## src/rtl/bus_arb_pkg.sv

```systemverilog
// Shared types and helpers for the split-transaction bus arbiter.
// No ports; provides the FSM state enum, sizing constants and the owner-index width helper.
package bus_arb_pkg;

  typedef enum logic [1:0] {
    IDLE,
    BUSY,
    RESUME_WAIT,
    RESUME
  } arb_state_t;

  localparam int unsigned MAX_INIT = 8;
  localparam int unsigned CNT_W    = 4;

  // Width of an initiator index for n initiators.
  function automatic int unsigned owner_w(input int unsigned n);
    return $clog2(n);
  endfunction

endpackage

```

## src/rtl/bus_split_arbiter_if.sv

```systemverilog
// Bus-side signal bundle between the initiator ports, the split target and the arbiter.
// slave modport: arbiter view (requests/acks in, grants/status out).
// master modport: initiator/target view (drives requests/acks, observes grants/status).
interface bus_split_arbiter_if #(
  parameter int unsigned N_INIT = 2
);
  import bus_arb_pkg::*;

  localparam int unsigned OW = owner_w(N_INIT);

  logic [N_INIT-1:0] req;
  logic [N_INIT-1:0] grant;
  logic              bus_s_ack;
  logic              bus_split_ack;
  logic              split_req;
  logic              split_grant;
  logic              split_pending;
  logic [OW-1:0]     split_owner;
  logic              bus_busy;
  logic              split_err;

  modport slave (
    input  req, bus_s_ack, bus_split_ack, split_req,
    output grant, split_grant, split_pending, split_owner, bus_busy, split_err
  );

  modport master (
    output req, bus_s_ack, bus_split_ack, split_req,
    input  grant, split_grant, split_pending, split_owner, bus_busy, split_err
  );

endinterface

```

## src/rtl/arb_rr_pick.sv

```systemverilog
// Combinational round-robin picker: first asserted request at or after start_idx, wrapping.
// Ports: req (request vector), start_idx (search origin), gnt_c (one-hot), idx_c (index),
//        valid_c (any request found).
module arb_rr_pick
  import bus_arb_pkg::*;
#(
  parameter int unsigned N = 2
) (
  input  logic [N-1:0]          req,
  input  logic [owner_w(N)-1:0] start_idx,
  output logic [N-1:0]          gnt_c,
  output logic [owner_w(N)-1:0] idx_c,
  output logic                  valid_c
);

  localparam int unsigned W = owner_w(N);

  // One extra bit so start_idx + offset cannot overflow before the wrap.
  logic [W:0] cand;

  always_comb begin
    gnt_c   = '0;
    idx_c   = '0;
    valid_c = 1'b0;
    cand    = '0;
    for (int i = 0; i < int'(N); i++) begin
      cand = (W+1)'(start_idx) + (W+1)'(i);
      if (cand >= (W+1)'(N)) cand = cand - (W+1)'(N);
      if (!valid_c && req[cand[W-1:0]]) begin
        valid_c             = 1'b1;
        gnt_c[cand[W-1:0]]  = 1'b1;
        idx_c               = cand[W-1:0];
      end
    end
  end

endmodule

```

## src/rtl/bus_split_arbiter.sv

```systemverilog
// Round-robin bus arbiter that parks one split initiator and re-grants it when the target
// returns split data, pulsing split_grant after a fixed latency.
// Ports: clk, rst_n (async, active-low); bus (slave modport) carrying req/acks/split_req in
//        and registered grant/split_grant/split_pending/split_owner/bus_busy/split_err out.
module bus_split_arbiter
  import bus_arb_pkg::*;
#(
  parameter int unsigned N_INIT              = 2,
  parameter int unsigned SPLIT_GRANT_LATENCY = 2
) (
  input  logic                clk,
  input  logic                rst_n,
  bus_split_arbiter_if.slave  bus
);

  localparam int unsigned OW = owner_w(N_INIT);

  arb_state_t        state_q, state_d;
  logic [N_INIT-1:0] grant_q, grant_d;
  logic [OW-1:0]     owner_q, owner_d;
  logic [OW-1:0]     last_q, last_d;
  logic              pend_q, pend_d;
  logic [OW-1:0]     sowner_q, sowner_d;
  logic              sgrant_q, sgrant_d;
  logic              busy_q, busy_d;
  logic              err_q, err_d;
  logic [CNT_W-1:0]  cnt_q, cnt_d;

  logic [OW-1:0]     start_idx;
  logic [N_INIT-1:0] park_mask;
  logic [N_INIT-1:0] elig;
  logic [N_INIT-1:0] pick_gnt;
  logic [OW-1:0]     pick_idx;
  logic              pick_valid;

  // Search starts just after the last completed owner; the parked initiator is excluded.
  assign start_idx = (last_q == OW'(N_INIT - 1)) ? '0 : last_q + OW'(1);
  assign park_mask = pend_q ? (N_INIT'(1) << sowner_q) : '0;
  assign elig      = bus.req & ~park_mask;

  arb_rr_pick #(.N(N_INIT)) u_pick (
    .req       (elig),
    .start_idx (start_idx),
    .gnt_c     (pick_gnt),
    .idx_c     (pick_idx),
    .valid_c   (pick_valid)
  );

  // State and output registers.
  always_ff @(posedge clk or negedge rst_n) begin
    if (!rst_n) begin
      state_q  <= IDLE;
      grant_q  <= '0;
      owner_q  <= '0;
      last_q   <= OW'(N_INIT - 1);
      pend_q   <= 1'b0;
      sowner_q <= '0;
      sgrant_q <= 1'b0;
      busy_q   <= 1'b0;
      err_q    <= 1'b0;
      cnt_q    <= '0;
    end else begin
      state_q  <= state_d;
      grant_q  <= grant_d;
      owner_q  <= owner_d;
      last_q   <= last_d;
      pend_q   <= pend_d;
      sowner_q <= sowner_d;
      sgrant_q <= sgrant_d;
      busy_q   <= busy_d;
      err_q    <= err_d;
      cnt_q    <= cnt_d;
    end
  end

  // Next-state and next-output logic.
  always_comb begin
    state_d  = state_q;
    grant_d  = grant_q;
    owner_d  = owner_q;
    last_d   = last_q;
    pend_d   = pend_q;
    sowner_d = sowner_q;
    sgrant_d = 1'b0;
    busy_d   = busy_q;
    err_d    = err_q;
    cnt_d    = cnt_q;

    unique case (state_q)
      IDLE: begin
        grant_d = '0;
        busy_d  = 1'b0;
        if (pend_q && bus.split_req) begin
          cnt_d   = CNT_W'(SPLIT_GRANT_LATENCY);
          state_d = RESUME_WAIT;
        end else if (pick_valid) begin
          grant_d = pick_gnt;
          owner_d = pick_idx;
          busy_d  = 1'b1;
          state_d = BUSY;
        end
      end

      BUSY: begin
        // Split takes precedence over a simultaneous normal ack.
        if (bus.bus_split_ack) begin
          if (pend_q) begin
            err_d = 1'b1;
          end else begin
            pend_d   = 1'b1;
            sowner_d = owner_q;
          end
          grant_d = '0;
          busy_d  = 1'b0;
          state_d = IDLE;
        end else if (bus.bus_s_ack) begin
          last_d  = owner_q;
          grant_d = '0;
          busy_d  = 1'b0;
          state_d = IDLE;
        end
      end

      RESUME_WAIT: begin
        cnt_d = cnt_q - CNT_W'(1);
        if (cnt_q == CNT_W'(1)) begin
          sgrant_d = 1'b1;
          grant_d  = N_INIT'(1) << sowner_q;
          busy_d   = 1'b1;
          state_d  = RESUME;
        end
      end

      RESUME: begin
        if (bus.bus_split_ack) err_d = 1'b1;
        if (bus.bus_s_ack) begin
          pend_d  = 1'b0;
          last_d  = sowner_q;
          grant_d = '0;
          busy_d  = 1'b0;
          state_d = IDLE;
        end
      end

      default: state_d = IDLE;
    endcase
  end

  assign bus.grant         = grant_q;
  assign bus.split_grant   = sgrant_q;
  assign bus.split_pending = pend_q;
  assign bus.split_owner   = sowner_q;
  assign bus.bus_busy      = busy_q;
  assign bus.split_err     = err_q;

endmodule

```

## src/flat_wrapper.sv

```systemverilog
// flat-port wrapper written by rule: the top's interface ports become plain ports
module bus_split_arbiter_flat import bus_arb_pkg::*;
#(
  parameter int unsigned N_INIT              = 2,
  parameter int unsigned SPLIT_GRANT_LATENCY = 2
)
  (clk, rst_n, bus_req, bus_bus_s_ack, bus_bus_split_ack, bus_split_req, bus_grant, bus_split_grant, bus_split_pending, bus_split_owner, bus_bus_busy, bus_split_err);
  bus_split_arbiter_if #(.N_INIT(N_INIT)) bus_i ();
  input  logic clk;
  input  logic rst_n;
  input wire logic [$bits(bus_i.req)-1:0] bus_req;
  input wire logic [$bits(bus_i.bus_s_ack)-1:0] bus_bus_s_ack;
  input wire logic [$bits(bus_i.bus_split_ack)-1:0] bus_bus_split_ack;
  input wire logic [$bits(bus_i.split_req)-1:0] bus_split_req;
  output wire logic [$bits(bus_i.grant)-1:0] bus_grant;
  output wire logic [$bits(bus_i.split_grant)-1:0] bus_split_grant;
  output wire logic [$bits(bus_i.split_pending)-1:0] bus_split_pending;
  output wire logic [$bits(bus_i.split_owner)-1:0] bus_split_owner;
  output wire logic [$bits(bus_i.bus_busy)-1:0] bus_bus_busy;
  output wire logic [$bits(bus_i.split_err)-1:0] bus_split_err;
  assign bus_i.req = bus_req;
  assign bus_i.bus_s_ack = bus_bus_s_ack;
  assign bus_i.bus_split_ack = bus_bus_split_ack;
  assign bus_i.split_req = bus_split_req;
  assign bus_grant = bus_i.grant;
  assign bus_split_grant = bus_i.split_grant;
  assign bus_split_pending = bus_i.split_pending;
  assign bus_split_owner = bus_i.split_owner;
  assign bus_bus_busy = bus_i.bus_busy;
  assign bus_split_err = bus_i.split_err;
  bus_split_arbiter #(.N_INIT(N_INIT), .SPLIT_GRANT_LATENCY(SPLIT_GRANT_LATENCY)) u_core (.clk(clk), .rst_n(rst_n), .bus(bus_i));
endmodule
```

## config.mk

```make
export PLATFORM = sky130hd
export DESIGN_NAME = bus_split_arbiter_flat
export DESIGN_NICKNAME = d
export VERILOG_FILES = /design/src/rtl/bus_arb_pkg.sv /design/src/rtl/bus_split_arbiter_if.sv /design/src/rtl/arb_rr_pick.sv /design/src/rtl/bus_split_arbiter.sv /design/src/flat_wrapper.sv
export SDC_FILE = /design/constraint.sdc
export NUM_CORES = 1
export LEC_CHECK = 0
export ABC_AREA = 1
export CAP_MARGIN = 15
export CORE_UTILIZATION = 54
export DETAILED_ROUTE_END_ITERATION = 6
export PLACE_DENSITY = 0.8
export SLEW_MARGIN = 20
export SYNTH_ARGS = -nofsm -noshare
export SYNTH_HDL_FRONTEND = slang
export SYNTH_HIERARCHICAL = 1
export SYNTH_SLANG_ARGS = --single-unit
```

## constraint.sdc

```tcl
create_clock -name clk -period 3 [get_ports clk]
set_input_delay 0.45 -clock clk [delete_from_list [all_inputs] [get_ports clk]]
set_output_delay 0.45 -clock clk [all_outputs]
set_load 0.05 [all_outputs]
```

==> flow_summary.ini <==
[timing]
period_share_pct = 66.52
slew_viol_final = 0
tightest_slew_ps = 650.9
finalSetupTns_ps = 0
hold_viol = 0
skew_ps = 7.805
rsz0062_at_grt = no
clock.fmax_mhz = 501.1
relSlewSlack_pct = 56.47
setup_slack_ps = 1004
setup_viol = 0
period_needed_ps = 1996

[floorplan]
dieArea_um2 = 1656
die_y_um = 40.69
dieWidth_um = 40.69
ios = 14
coreArea_um2 = 1350
fp-row-count = 13
initial_core_util_pct = 59.87

[routing]
wirelength_mm = 1.707
dr.first_iter.drc_count = 25
via_per_inst = 5.231
vias = 748
ant_nets = 0
route.detailed.drc = 0
dr.pass1.iters = 4
wl_per_cell_um = 11.94

[setup_path]
crit_chain = clkdlybuf4s50_1
crit_end = bus_split_pending
cp_max_fo = 6
critPathKind = reg2out
critical_path.startpoint = u_core/bus.split_pending$_DFFE_PN0P_
rr_worst_depth = 8
timing.rr.start = u_core/bus.split_owner$_DFFE_PN0P_
cp.arrival_ps = 1550
rrSetupSlack_ps = 1470
cp-start-kind = flip-flop
setup.worst_path.end_class = primary output
slowest_delay_ps = 840
timing.rr.end = u_core/owner_q$_DFFE_PN0P_
slowest_stage = clkdlybuf4s50_1
worst-path-stages = 1
cp.required_ps = 2550
crit_family = buffers and inverters
crit_buf_inv = 1

[place]
place_inst = 139
dpl_cell_area_um2 = 957.2
finalWeightedCongestion = 0.7977
numPortBuffers = 13
place_hpwl_mm = 1.283
place_ws_ps = 1102

[final_layout]
drive_above_1_share_pct = 8.594
n_antenna_cell = 0
areaGrowthSynthToFinish_pct = 21.83
fin_nets = 138
final_area_um2 = 984.7
fin_cells = 143

[cts]
cts.reportedPaths.clkPinSlew_ps = 100
cts.sinks = 15
cts_buffers = 3
insertion_delay_ps = 280
cts_setup_buffers = 0
cts_hold_buf = 0
cts_resized = 0
cts_tree = built
cts.path.max_buffers = 2
cts_htree_levels = 1
root_buffer = clkbuf_4

[power_and_ir_drop]
p_switching_w = 0.0005214
pwr-share-clk_pct = 11.2
comb_power_share_pct = 54.0
cell_internal_pwr_w = 0.0005150
irDropWorstVdd_mv = 0.6730
cellLeakagePower_nw = 0.5213
power_w = 0.001036
power_frac_seq_pct = 34.8
switching_share_pct = 50.31
powerDensity_nw_per_um2 = 1053

[global_route]
top_usage_layer = met2
use_met1_pct = 27.34
antenna_found_initial = 0
grt_pass1_wl_mm = 2.511
overflow = 0
use_met2_pct = 42.46
grt_max_degree = 16
grtUsageTotal_pct = 23.13
grt_use_met3_pct = 4.891
grt_pass1_vias = 630

[flow_run]
max-cap-violations = 0

[yosys]
yosys.area.top_type_share_pct = 43.34
synth_area_um2 = 808.3
syn_area_per_cell_um2 = 7.282
ys_seq_area_share_pct = 46.59
synthCells = 111
synth_cell_types = 16
synth-seq-cells = 15
yosysTopAreaCell = dfrtp_1
yosysWarnings = 6
synth.area.top_cells = dfrtp_1 43%, nand2_1 19%, inv_1 7.0%, nand3_1 5.6%, o21ai_0 3.7%
syn_nets = 120

[status]
run_status = complete, no violations

[min_path]
hp-class = reg2reg
==> cell usage in the layout (no fill, tap or decap), drive strengths merged <==
cell type | synthesis | routed
ha | 2 | 2
nor2 | 10 | 10
nand3 | 9 | 9
dfstp | 1 | 1
o21bai | 1 | 1
clkinv | 0 | 1
inv | 17 | 17
clkdlybuf4s50 | 0 | 13
dfrtp | 14 | 14
a21boi | 2 | 2
nand2 | 42 | 42
clkbuf | 0 | 3
o21ai | 9 | 9
a21oi | 4 | 4
==> final cells by class <==
cell class              count  area [µm²]
multi-input cells          79       367.9
clock inverters             1       5.005
fillers                   121       365.4
well taps                  15       18.77
flip-flops and latches     15       376.6
inverters                  17       63.81
clock buffers               3       22.52
repair buffers             13       130.1
==> cell usage after synthesis, drive strengths merged <==
| library cell | number |
|---|---|
| nand2 | 42 |
| inv | 17 |
| dfrtp | 14 |
| nor2 | 10 |
| nand3 | 9 |
| o21ai | 9 |
| a21oi | 4 |
| a21boi | 2 |
| ha | 2 |
| dfstp | 1 |
| o21bai | 1 |
==> cells by family (layout without fill, tap and decap cells) <==
family	count (synthesis)	in the layout	synth area share [%]
AND/OR/NAND/NOR	61	61	31.58
adder cells (fa/ha/maj)	2	2	3.095
flip-flops	15	15	46.60
buffers and inverters	17	34	7.895
AO/OA/AOI/OAI	16	16	10.84
==> metal layers <==
| layer | vias to the layer above | routed length (µm) |
|---|---|---|
| met5 | - | 0 |
| met4 | 0 | 14 |
| met3 | 4 | 81 |
| met2 | 21 | 841 |
| met1 | 342 | 769 |
| li1 | 381 | - |
==> flip-flops by register name (all words and copies together) (netlist names) <==
name / count
u_core/bus.bus_busy: 1
u_core/bus.grant: 2
u_core/bus.split_err: 1
u_core/bus.split_grant: 1
u_core/bus.split_owner: 1
u_core/bus.split_pending: 1
u_core/cnt_q: 4
u_core/last_q: 1
u_core/owner_q: 1
u_core/state_q: 2
==> metrics by stage <==
stage / hold WS (ps) / utilization [%]
after global routing: 500.8 / 72.94
after global placement: 457.7 / 70.90
after detailed placement: 463.7 / 70.90
after CTS: 489.3 / 72.94
after floorplan: 154.4 / -
final: 483.4 / 72.94
==> worst min path at each step <==
stage	endpoint	slack, ps	from	cells after the start
after detailed placement	u_core/bus.bus_busy$_DFFE_PN0P_	460	u_core/bus.bus_busy$_DFFE_PN0P_	2
final	u_core/bus.grant[1]$_DFFE_PN0P_	480	u_core/bus.grant[1]$_DFFE_PN0P_	2
after global routing	u_core/bus.grant[1]$_DFFE_PN0P_	500	u_core/bus.grant[1]$_DFFE_PN0P_	2
after CTS	u_core/bus.grant[1]$_DFFE_PN0P_	490	u_core/bus.grant[1]$_DFFE_PN0P_	2
after floorplan	u_core/bus.bus_busy$_DFFE_PN0P_	150	rst_n	0
after global placement	u_core/bus.grant[0]$_DFFE_PN0P_	460	u_core/bus.grant[0]$_DFFE_PN0P_	2
==> power by group through the flow <==
stage          registers, W  logic, W  clock network [W]
6_report           0.000361  0.000560           0.000116
5_1_grt            0.000373  0.000621           0.000128
4_1_cts            0.000360  0.000557           0.000119
3_5_place_dp       0.000363  0.000552                  0
3_3_place_gp       0.000360  0.000531                  0
2_1_floorplan      0.000446  0.000313                  0
(Power assumes the default switching activity.)
